`config.mk`:
```
export PLATFORM = sky130hd
export DESIGN_NAME = bus_burst_scheduler
export DESIGN_NICKNAME = d
export VERILOG_FILES = /design/src/rtl/bus_sched_pkg.sv /design/src/rtl/rr_arbiter2.sv /design/src/rtl/bus_burst_scheduler.sv
export SDC_FILE = /design/constraint.sdc
export NUM_CORES = 1
export LEC_CHECK = 0
export CAP_MARGIN = 15
export CORE_MARGIN = 8
export CORE_UTILIZATION = 39
export CTS_CLUSTER_DIAMETER = 60
export DETAILED_ROUTE_END_ITERATION = 8
export PLACE_DENSITY = 0.91
export SYNTH_ARGS = -nofsm -noshare
export SYNTH_HDL_FRONTEND = slang
export SYNTH_HIERARCHICAL = 1
export SYNTH_SLANG_ARGS = --single-unit
export TNS_END_PERCENT = 30
```
`constraint.sdc`:
```
create_clock -name clock -period 3.2 [get_ports clock]
set_input_delay 0.32 -clock clock [delete_from_list [all_inputs] [get_ports clock]]
set_output_delay 0.32 -clock clock [all_outputs]
set_load 0.02 [all_outputs]
```
`src/rtl/bus_sched_pkg.sv`:
```
// rtl/bus_sched_pkg.sv - shared types and default widths for the burst bus scheduler
package bus_sched_pkg;

    localparam int AW_DEF = 32;
    localparam int DW_DEF = 32;
    localparam int SW_DEF = 4;
    localparam int GW_DEF = 4;

    typedef enum logic [1:0] {
        IDLE  = 2'd0,
        START = 2'd1,
        DATA  = 2'd2,
        GAP   = 2'd3
    } state_e;

    typedef struct packed {
        logic [AW_DEF-1:0] addr;
        logic [SW_DEF-1:0] size;
    } req_t;

endpackage

```
`src/rtl/rr_arbiter2.sv`:
```
// rtl/rr_arbiter2.sv - two-way round-robin arbiter, pointer moves only on a grant
module rr_arbiter2 (
    input  logic       clock,
    input  logic       reset,
    input  logic       i_en,
    input  logic [1:0] i_req,
    output logic [1:0] o_gnt,
    output logic       o_idx,
    output logic       o_any
);

    logic r_last;
    logic w_pick;

    // r_last resets to 1 so port 0 is preferred on the first contested grant
    always_comb begin
        w_pick = 1'b0;
        if (i_req == 2'b11) begin
            w_pick = ~r_last;
        end else if (i_req[1]) begin
            w_pick = 1'b1;
        end
    end

    assign o_any = i_en && (i_req != 2'b00);
    assign o_idx = w_pick;
    assign o_gnt = o_any ? (w_pick ? 2'b10 : 2'b01) : 2'b00;

    always_ff @(posedge clock or posedge reset) begin
        if (reset) begin
            r_last <= 1'b1;
        end else if (o_any) begin
            r_last <= w_pick;
        end
    end

endmodule

```
`src/rtl/bus_burst_scheduler.sv`:
```
// rtl/bus_burst_scheduler.sv - shares one burst bus between two requesters with round-robin
module bus_burst_scheduler
    import bus_sched_pkg::*;
#(
    parameter int AW = AW_DEF,
    parameter int DW = DW_DEF,
    parameter int SW = SW_DEF,
    parameter int GW = GW_DEF
) (
    input  logic                clock,
    input  logic                reset,
    input  logic [GW-1:0]       gap_cycles,
    input  logic [1:0]          rq_valid,
    input  logic [1:0][AW-1:0]  rq_addr,
    input  logic [1:0][SW-1:0]  rq_size,
    output logic [1:0]          rq_ready,
    input  logic [1:0][DW-1:0]  rq_wdata,
    output logic [1:0]          rq_wready,
    input  logic                bus_stall,
    output logic                bus_start,
    output logic [AW-1:0]       bus_addr,
    output logic [SW-1:0]       bus_size,
    output logic [DW-1:0]       bus_data,
    output logic                bus_dvalid,
    output logic                bus_owner,
    output logic                busy
);

    state_e          r_state;
    state_e          w_next;
    req_t            r_req;
    logic            r_owner;
    logic [SW:0]     r_beat;
    logic [GW-1:0]   r_gap;
    logic [DW-1:0]   r_data;

    logic [1:0]      w_gnt;
    logic            w_idx;
    logic            w_any;
    logic            w_fire;
    logic            w_last_beat;
    logic            w_enter_gap;

    rr_arbiter2 u_arb (
        .clock (clock),
        .reset (reset),
        .i_en  (r_state == IDLE),
        .i_req (rq_valid),
        .o_gnt (w_gnt),
        .o_idx (w_idx),
        .o_any (w_any)
    );

    assign w_fire      = (r_state == DATA) && !bus_stall;
    assign w_last_beat = w_fire && ((r_beat + 1'b1) == {1'b0, r_req.size});

    always_comb begin
        w_next = r_state;
        unique case (r_state)
            IDLE:    if (w_any) w_next = START;
            START: begin
                if (r_req.size != '0) begin
                    w_next = DATA;
                end else begin
                    w_next = (gap_cycles == '0) ? IDLE : GAP;
                end
            end
            DATA:    if (w_last_beat) w_next = (gap_cycles == '0) ? IDLE : GAP;
            GAP:     if (r_gap == GW'(1)) w_next = IDLE;
            default: w_next = IDLE;
        endcase
    end

    assign w_enter_gap = (w_next == GAP) && (r_state != GAP);

    always_ff @(posedge clock or posedge reset) begin
        if (reset) begin
            r_state <= IDLE;
            r_req   <= '0;
            r_owner <= 1'b0;
            r_beat  <= '0;
            r_gap   <= '0;
            r_data  <= '0;
        end else begin
            r_state <= w_next;
            if (r_state == IDLE && w_any) begin
                r_req.addr <= rq_addr[w_idx];
                r_req.size <= rq_size[w_idx];
                r_owner    <= w_idx;
            end
            if (r_state == START) begin
                r_beat <= '0;
            end else if (w_fire) begin
                r_beat <= r_beat + 1'b1;
            end
            // gap length is captured once so a changing gap_cycles cannot stretch a gap
            if (w_enter_gap) begin
                r_gap <= gap_cycles;
            end else if (r_state == GAP) begin
                r_gap <= r_gap - 1'b1;
            end
            if (w_fire) begin
                r_data <= rq_wdata[r_owner];
            end
        end
    end

    assign rq_ready   = w_gnt;
    assign rq_wready  = w_fire ? (r_owner ? 2'b10 : 2'b01) : 2'b00;
    assign bus_start  = (r_state == START);
    assign bus_addr   = r_req.addr;
    assign bus_size   = r_req.size;
    assign bus_dvalid = w_fire;
    assign bus_data   = w_fire ? rq_wdata[r_owner] : r_data;
    assign bus_owner  = r_owner;
    assign busy       = (r_state != IDLE);

endmodule

```
==> impl_results.md, run 1 <==
* Logic pwr share at 0.545
* Number of synthesized register bits at between 80 and 90
* IO Pins at 221
* Net Switching at 2.21 mW
* Drt pass-1 iters at 4
* Row count at 37
* Postcts setup bufs at 0
* WL per Instance at 16.9 µm
* Vias in the first global route at 4030
* Net Sw Frac at 0.403
* Post-route minimum period at 2.95 ns
* Number of synthesized flops with an enable pin at 0
* Max frequency at between 300 and 400 MHz
* Pins over their slew limit at 0
* Worst-path cell chain: or3b_4 -> buf_12 -> o21ai_0 -> clkdlybuf4s50_1
* Async set-reset flop share out of synthesis at 1.00
* Via-to-Cell Ratio at 4.97
* Hold buffer count at cts at 0
* Rel. slew slack at 0.487
* First-pass GRT wire length at around 20000 µm
* Initial core utilization at 0.396
* Post-CTS Resized at 0
* Mean Syn Cell Area at 9.94 µm²
* Share of cells above drive strength 1 at 0.0498
* Clock Power Share at 0.122
* CP max FO at 39
* Mapped Cells at 406
* Mapped cell area at 4040 µm²
* Synth Flop Type: dfrtp_1
* Buf/Inv on CP at 2
* Synth cell types at 42
* Seq/Total Area, Yosys at 0.502
* Synthesized Nets at around 550
* CTS Buf Count at 9
* Status: finished clean
* HP Class: input pin to asynchronous set/reset pin
* Period utilization at 0.921
* Commonest non-fill, non-tap cell in the layout: clkdlybuf4s50_1
* CP required at 2.88 ns
* P_int at ~3.3 mW
* Final wirelength at 12800 µm
* Multi-input logic area at around 1800 µm²
* Worst-path clk slew at about 0.080 ns
* Placed cells at 744
* Area of the die at 13900 µm²
* Fin cells at roughly 760
* I/O Buffers at 220
* Final #Nets at 767
* Die X-Extent at 118 µm
* DP HPWL at 10300 µm
* Iter 0 DRT Violations at 186
* Antenna Cells at 0
* CTS tree: yes
* Latest clock arrival within the worst-skew pair at 0.34 ns
* Area Growth Syn to Fin at 62.2%
* Max incr delay on CP at 0.67 ns
* Crit-path slowest cell: clkdlybuf4s50_1
* Most frequent cells in the layout: clkdlybuf4s50_1 (220), dfrtp_1 (79), mux2i_1 (69)
* Grt total ovfl at 0
* DRC viols at 0
* Max-cap violation count at 0
* VDD IR-drop max at 0.429 mV
* Leakage at 2.76 nW
* Power Density at 836 nW/µm²
* Crit path kind: flop to output pin
* Share of power burned in registers at 0.333
* Die H at between 100 and 150 µm
* Largest net degree at the start of global routing at 45
* Critical path arrival at 2.63 ns
* RSZ-0062 raised after global routing: false
* CTS root buffer: clkbuf_8
* Clock tree sinks at 81
* Final ANT Viol Nets at 0
* DR vias at around 3800
* Sequential cell area at 2030 µm²
* Fillers at approximately 810
* Setup TNS at 0 ns
* Startpoint types: flop
* CORE AREA at between 10000 and 15000 µm²
* Clock skew at just under 0.007 ns
* Initial antenna violation count at 0
* GP Congestion at 0.828
* Largest delay share family, worst path: buffers and inverters
* Final instance area at 6550 µm²
* GRT Overall Usage at 0.181
* Synth Warn # at 6
* Worst setup EP type: output pin
* CTS max path bufs at 2
* Area after DPL at 6390 µm²
* Final hold violation count at 0
* H-tree depth at 3
* Worst Tran Pin Value at 0.770 ns
* Final Setup Violations at 0
-- cells by family after synthesis --
| group | Yosys count | share of synthesized area |
|---|---|---|
| AOI/OAI and AO/OA | 94 | 0.131 |
| xor gates and xnor gates | 9 | 0.0195 |
| adders and majority gates | 3 | 0.00930 |
| buffers and inverters | 37 | 0.0418 |
| DFF | 81 | 0.502 |
| muxes | 70 | 0.174 |
| and+or+nand+nor | 112 | 0.122 |
-- layout make-up --
type,count,share of cell area
clock buffer,14,0.0248
inverter,10,0.00669
multi-input combinational,288,0.282
sequential,81,0.310
tap,136,0.0260
timing repair buffer,229,0.350
-- stage by stage --
step / hold slack, ns / utilization / power (mW) / setup WS (ns)
5_1_grt: 0.321 / 0.643 / 5.83 / 0.125
6_report: 0.329 / 0.643 / 5.47 / 0.251
4_1_cts: 0.312 / 0.643 / 5.53 / 0.237
3_3_place_gp: 0.473 / 0.627 / 4.73 / 0.559
3_5_place_dp: 0.483 / 0.627 / 4.85 / 0.440
2_1_floorplan: 0.210 / - / 3.42 / 0.828
-- per-layer routing --
| metal | GRT usage | wire (µm) | up-vias |
|---|---|---|---|
| li1 | - | - | 1834 |
| met1 | 0.192 | 4900 | 1761 |
| met2 | 0.325 | 6720 | 154 |
| met3 | 0.0624 | 942 | 20 |
| met4 | 0.0657 | 240 | 0 |
| met5 | 0 | 0 | - |
-- synth_stat cells (2+ instances only) --
master | number | area share
dfrtp_1 | 80 | 0.50
a221o_1 | 4 | 0.0099
nor3_1 | 2 | 0.0025
mux2i_1 | 69 | 0.17
xnor2_1 | 3 | 0.0065
o21ai_0 | 39 | 0.048
buf_1 | 5 | 0.0046
inv_1 | 9 | 0.0084
ha_1 | 3 | 0.0093
nand2_1 | 45 | 0.042
nor4_1 | 2 | 0.0031
buf_6 | 2 | 0.0056
xor2_1 | 6 | 0.013
clkbuf_1 | 14 | 0.013
a31oi_1 | 2 | 0.0031
nand3_1 | 6 | 0.0074
nor2_1 | 45 | 0.042
o211ai_1 | 2 | 0.0037
and2_1 | 3 | 0.0046
a21oi_1 | 39 | 0.048
buf_2 | 5 | 0.0062
-- registers in the layout, summed over array words and instances, names as in the netlist --
| name | count |
|---|---|
| r_gap | 4 |
| bus_size | 4 |
| r_data | 32 |
| r_state | 2 |
| bus_owner | 1 |
| bus_addr | 32 |
| u_arb/r_last | 1 |
| r_beat | 5 |
-- final timing paths --
path	start	end	slack [ns]	depth (start not counted)
hold reg to reg	r_data[26]$_DFF_PP0_	r_data[26]$_DFF_PP0_	0.50	2
setup / recovery	r_state[1]$_DFF_PP0_	bus_data[23]	0.25	4
hold / removal	reset	u_arb/r_last$_DFFE_PP1P_	0.33	2
min in group clock	r_data[26]$_DFF_PP0_	r_data[26]$_DFF_PP0_	0.50	2
max in group asynchronous	reset	r_data[29]$_DFF_PP0_	1.94	3
setup reg to reg	r_state[1]$_DFF_PP0_	r_gap[3]$_DFFE_PP0P_	0.94	6
-- power groups by stage --
stage	clock [mW]	sequential, mW	combinational, mW
after global placement	0	1.81	2.92
after global routing	0.729	1.88	3.22
after detailed placement	0	1.84	3.01
after CTS	0.684	1.82	3.02
after floorplan	0	2.03	1.40
final	0.667	1.82	2.99
No activity file was read; power rests on OpenSTA's default activity.
==> run 2: changes to the inputs <==
==> constraint.sdc (replaced) <==
create_clock -name clock -period 2.8 [get_ports clock]
set_input_delay 0.28 -clock clock [delete_from_list [all_inputs] [get_ports clock]]
set_output_delay 0.28 -clock clock [all_outputs]
set_load 0.02 [all_outputs]
==> impl_results.md, run 2 (synthesis results as in run 1) <==
* Status: finished clean
* CP max FO at 19
* Clock tree sinks at 81
* CTS max path bufs at 2
* DRC viols at 0
* Final ANT Viol Nets at 0
* Worst setup EP type: output pin
* Worst Tran Pin Value at 0.584 ns
* Drt pass-1 iters at 5
* WL per Instance at about 18 µm
* Critical path launch point: r_state[0]$_DFF_PP0_
* Max frequency at 379 MHz
* Commonest non-fill, non-tap cell in the layout: clkdlybuf4s50_1
* CTS tree: yes
* Rel. slew slack at 0.610
* Die H at 118 µm
* Net Sw Frac at 0.401
* Max-cap violation count at 0
* Final wirelength at 13800 µm
* Buf/Inv on CP at 1
* Area Growth Syn to Fin at 64.3%
* Share of power burned in registers at 0.326
* Worst-path cell chain: or3b_4 -> o21ai_0 -> clkdlybuf4s50_1
* Hold buffer count at cts at 0
* First-pass GRT wire length at 21300 µm
* Post-route minimum period at 2.64 ns
* Die X-Extent at between 100 and 150 µm
* CP endpoint: bus_data[4]
* Reg2reg path depth at 7
* Clock skew at around 0.010 ns
* Area of the die at around 14000 µm²
* H-tree depth at 3
* I/O Buffers at 220
* Final #Nets at approximately 770
* Crit path kind: flop to output pin
* Pins over their slew limit at 0
* Iter 0 DRT Violations at 179
* Initial core utilization at 0.396
* Final hold violation count at 0
* CTS root buffer: clkbuf_8
* GP Congestion at 0.792
* Clock Power Share at 0.144
* Worst-path clk slew at 0.09 ns
* Critical path arrival at 2.36 ns
* CP required at 2.52 ns
* Final setup margin at 0.158 ns
* Flop-to-flop setup slack at 0.55 ns
* Largest delay share family, worst path: buffers and inverters
* DP HPWL at approximately 10000 µm
* IO Pins at 221
* Final Setup Violations at 0
* CTS Buf Count at 9
* HP Class: input pin to asynchronous set/reset pin
* Crit-path slowest cell: clkdlybuf4s50_1
* Most frequent cells in the layout: clkdlybuf4s50_1 (209), dfrtp_1 (78), mux2i_1 (69)
* Max incr delay on CP at 0.66 ns
* Startpoint types: flop
* Leakage at ~2.9 nW
* Row count at 37
* Initial antenna violation count at 0
* Period utilization at 0.944
* Reg-to-Reg End: bus_addr[2]$_DFFE_PP0P_
* Share of cells above drive strength 1 at 0.0577
* Vias in the first global route at about 4200
* Net Switching at 2.58 mW
* RSZ-0062 raised after global routing: false
* Hold Slack at 0.277 ns
* GRT Overall Usage at 0.189
* Power Density at 971 nW/µm²
* Worst r2r src: r_state[1]$_DFF_PP0_
* Via-to-Cell Ratio at around 5.2
* P_int at 3.86 mW
* Largest net degree at the start of global routing at between 50 and 60
* Critical Path Stages at 3
* DP Worst Slack at roughly 0.12 ns
* Antenna Cells at 0
* VDD IR-drop max at 0.496 mV
* Latest clock arrival within the worst-skew pair at 0.35 ns
* Post-layout util at 0.651
* CORE AREA at 10200 µm²
* Logic pwr share at 0.531
* Grt total ovfl at 0
* DR vias at about 3900
run 2: cell types whose count changed in the layout (fill, tap and decap cells not counted), sizes merged:
cell | before | now
buf | 9 | 7
bufinv | 0 | 2
clkbuf | 14 | 10
clkdlybuf4s50 | 220 | 209
clkinv | 2 | 5
clkinvlp | 0 | 1
dlymetal6s2s | 0 | 11
or3b | 1 | 3
run 2: area by class of cell:
type	instances	area, µm²
clock inverters	6	82.6
clock buffers	10	128
inverters	10	43.8
flip-flops and latches	81	2030
repair buffers	227	2310
multi-input cells	290	1870
fillers	800	3550
well taps	136	170
run 2: layer usage:
layer | wire length (µm) | up-vias | share of wire | global-route usage
met5 | 0 | - | 0 | 0
met1 | 5140 | 1892 | 0.37 | 0.194
li1 | - | 1831 | - | -
met4 | 424 | 0 | 0.031 | 0.0849
met3 | 1020 | 34 | 0.074 | 0.0662
met2 | 7180 | 167 | 0.52 | 0.340
run 2: timing repair:
item                       CTS  global route
cloned                       1             1
buffers inserted             0             0
hold endpoints to repair     0             0
pin swaps                    1             2
resized for setup            3            13
setup endpoints to repair   32            32
run 2: worst min path at each step:
stage                         from                  endpoint  slack, ns  depth (start not counted)
6_report                     reset  u_arb/r_last$_DFFE_PP1P_       0.28                          2
5_1_grt                      reset  u_arb/r_last$_DFFE_PP1P_       0.26                          2
4_1_cts                      reset  u_arb/r_last$_DFFE_PP1P_       0.26                          2
3_5_place_dp   r_data[5]$_DFF_PP0_       r_data[5]$_DFF_PP0_       0.48                          2
3_3_place_gp   r_data[5]$_DFF_PP0_       r_data[5]$_DFF_PP0_       0.47                          2
2_1_floorplan                reset  u_arb/r_last$_DFFE_PP1P_       0.17                          1
run 2: power by group through the flow:
stage | Clock (mW) | Sequential, mW | Combinational (mW)
floorplan | 0 | 2.31 | 1.60
global placement | 0 | 2.07 | 3.31
detailed placement | 0 | 2.11 | 3.41
CTS | 0.953 | 2.09 | 3.46
global route | 0.998 | 2.16 | 3.68
finish | 0.924 | 2.10 | 3.42
run 2: per-stage QoR:
step / TNS (ns) / area (µm²) / instances / power [mW]
5_1_grt: 0 / 6630 / 760 / 6.84
3_3_place_gp: 0 / 6370 / 742 / 5.38
2_1_floorplan: 0 / 4040 / 406 / 3.91
3_5_place_dp: 0 / 6370 / 742 / 5.52
4_1_cts: -0.000686 / 6590 / 759 / 6.50
6_report: 0 / 6630 / 760 / 6.44
==> run 3: changes to the inputs <==
--- a/config.mk
+++ b/config.mk
@@ -6,10 +6,10 @@
 export NUM_CORES = 1
 export LEC_CHECK = 0
 export CAP_MARGIN = 15
-export CORE_MARGIN = 8
 export CORE_UTILIZATION = 39
 export CTS_CLUSTER_DIAMETER = 60
 export DETAILED_ROUTE_END_ITERATION = 8
+export GPL_ROUTABILITY_DRIVEN = 0
 export PLACE_DENSITY = 0.91
 export SYNTH_ARGS = -nofsm -noshare
 export SYNTH_HDL_FRONTEND = slang
==> impl_results.md, run 3 (synthesis results as in run 1) <==
* Crit path kind: flop to output pin
* Max-cap violation count at 0
* Post-CTS Resized at 0
* Final hold violation count at 0
* Worst-path cell chain: or3b_4 -> o21ai_0 -> clkdlybuf4s50_1
* IO Pins at 221
* Critical Path Stages at 3
* Final ANT Viol Nets at 0
* First-pass GRT wire length at 19200 µm
* Reg2reg path depth at 6
* Area Growth Syn to Fin at 62.9%
* CORE AREA at roughly 10000 µm²
* Most frequent cells in the layout: clkdlybuf4s50_1 (220), dfrtp_1 (79), mux2i_1 (69)
* Post-route minimum period at between 2 and 3 ns
* Commonest non-fill, non-tap cell in the layout: clkdlybuf4s50_1
* Clock tree sinks at 81
* Drt pass-1 iters at 4
* Buf/Inv on CP at 1
* Max frequency at about 380 MHz
* DRC viols at 0
* Die H at 104 µm
* Hold Slack at 0.283 ns
* Largest delay share family, worst path: buffers and inverters
* WL per Instance at 15.6 µm
* CTS root buffer: clkbuf_8
* Max incr delay on CP at about 0.66 ns
* Rel. slew slack at 0.548
* CTS max path bufs at 2
* Period utilization at 0.950
* Critical path arrival at 2.38 ns
* Initial antenna violation count at 0
* Postcts setup bufs at 0
* Vias in the first global route at 4001
* Hold buffer count at cts at 0
* Final wirelength at 11800 µm
* Setup TNS at 0 ns
* Grt total ovfl at 0
* Row count at 36
* Worst setup EP type: output pin
* Post-layout util at 0.664
* Latest clock arrival within the worst-skew pair at 0.35 ns
* HP Class: input pin to asynchronous set/reset pin
* Startpoint types: flop
* Final Setup Violations at 0
* Die X-Extent at 104 µm
* Final instance area at 6580 µm²
* Crit-path slowest cell: clkdlybuf4s50_1
* Critical path launch point: r_state[0]$_DFF_PP0_
* Worst-path clk slew at 0.08 ns
* VDD IR-drop max at about 0.48 mV
* CTS tree: yes
* CP required at 2.52 ns
* Status: finished clean
* GRT Overall Usage at 0.224
* H-tree depth at 3
* Area of the die at 10800 µm²
* Area after DPL at about 6400 µm²
* Reg-to-Reg End: r_state[0]$_DFF_PP0_
* Largest net degree at the start of global routing at 68
* DP HPWL at 9160 µm
* DR vias at approximately 3800
* Worst r2r src: r_beat[0]$_DFFE_PP0P_
* Initial core utilization at 0.407
* Flop-to-flop setup slack at 0.69 ns
* Antenna Cells at 0
* CP endpoint: bus_data[1]
* Leakage at 2.78 nW
* Share of cells above drive strength 1 at 0.0560
* RSZ-0062 raised after global routing: false
* Power Density at 961 nW/µm²
* Worst Tran Pin Value at a little under 0.7 ns
* Pins over their slew limit at 0
* Tot Pwr at 6.32 mW
* Iter 0 DRT Violations at ~130
* CP max FO at 67
* CTS Buf Count at 9
* Clock skew at 0.0118 ns
* I/O Buffers at 220
* Final #Nets at ~770
* Via-to-Cell Ratio at just over 5
[run 3: changes by cell type in the layout (fill, tap and decap cells not counted), moves of 2 or more]
cell / previous run / this run
clkinv_2: 4 / 2
clkinv_4: 1 / 3
or3b_4: 3 / 1
buf_4: 5 / 9
dlymetal6s2s_1: 11 / 0
clkdlybuf4s50_1: 209 / 220
[run 3: worst reg2reg max path, delay by kind of cell (launching register included)]
kind                       cells  cell delay [ns]
AOI/OAI and AO/OA              3             0.77
adders and majority gates      1             0.31
and+or+nand+nor                1             0.17
muxes                          1             0.31
DFF                            1             0.44
[run 3: metal layers]
metal	routed length (µm)	GRT usage
met5	0	0
met3	715	0.0585
met2	6120	0.404
met1	4590	0.242
met4	414	0.114
[run 3: worst min path at each step]
stage,startpoint,to,slack [ns],cells past startpoint
CTS,reset,u_arb/r_last$_DFFE_PP1P_,0.27,2
finish,reset,u_arb/r_last$_DFFE_PP1P_,0.28,2
global placement,r_data[17]$_DFF_PP0_,r_data[17]$_DFF_PP0_,0.47,2
floorplan,reset,u_arb/r_last$_DFFE_PP1P_,0.17,1
detailed placement,r_data[0]$_DFF_PP0_,r_data[0]$_DFF_PP0_,0.48,2
global route,reset,u_arb/r_last$_DFFE_PP1P_,0.30,2
[run 3: stage by stage]
step	setup slack [ns]	std cells
floorplan	0.468	406
global placement	0.218	742
detailed placement	0.129	742
CTS	0.0558	758
global route	0.00173	758
finish	0.139	758
[run 3: where the power goes]
part | internal [mW] | switching (mW)
sequential | 1.73 | 0.355
clock | 0.440 | 0.426
combinational | 1.64 | 1.74
[run 3: cell type report]
cell class / instances / area (µm²)
Sequential cell: 81 / 2030
Multi-Input combinational cell: 288 / 1850
Clock inverter: 4 / 52.6
Inverter: 10 / 43.8
Clock buffer: 12 / 145
Timing Repair Buffer: 230 / 2290
Fill cell: 775 / 3330
Tap cell: 133 / 166
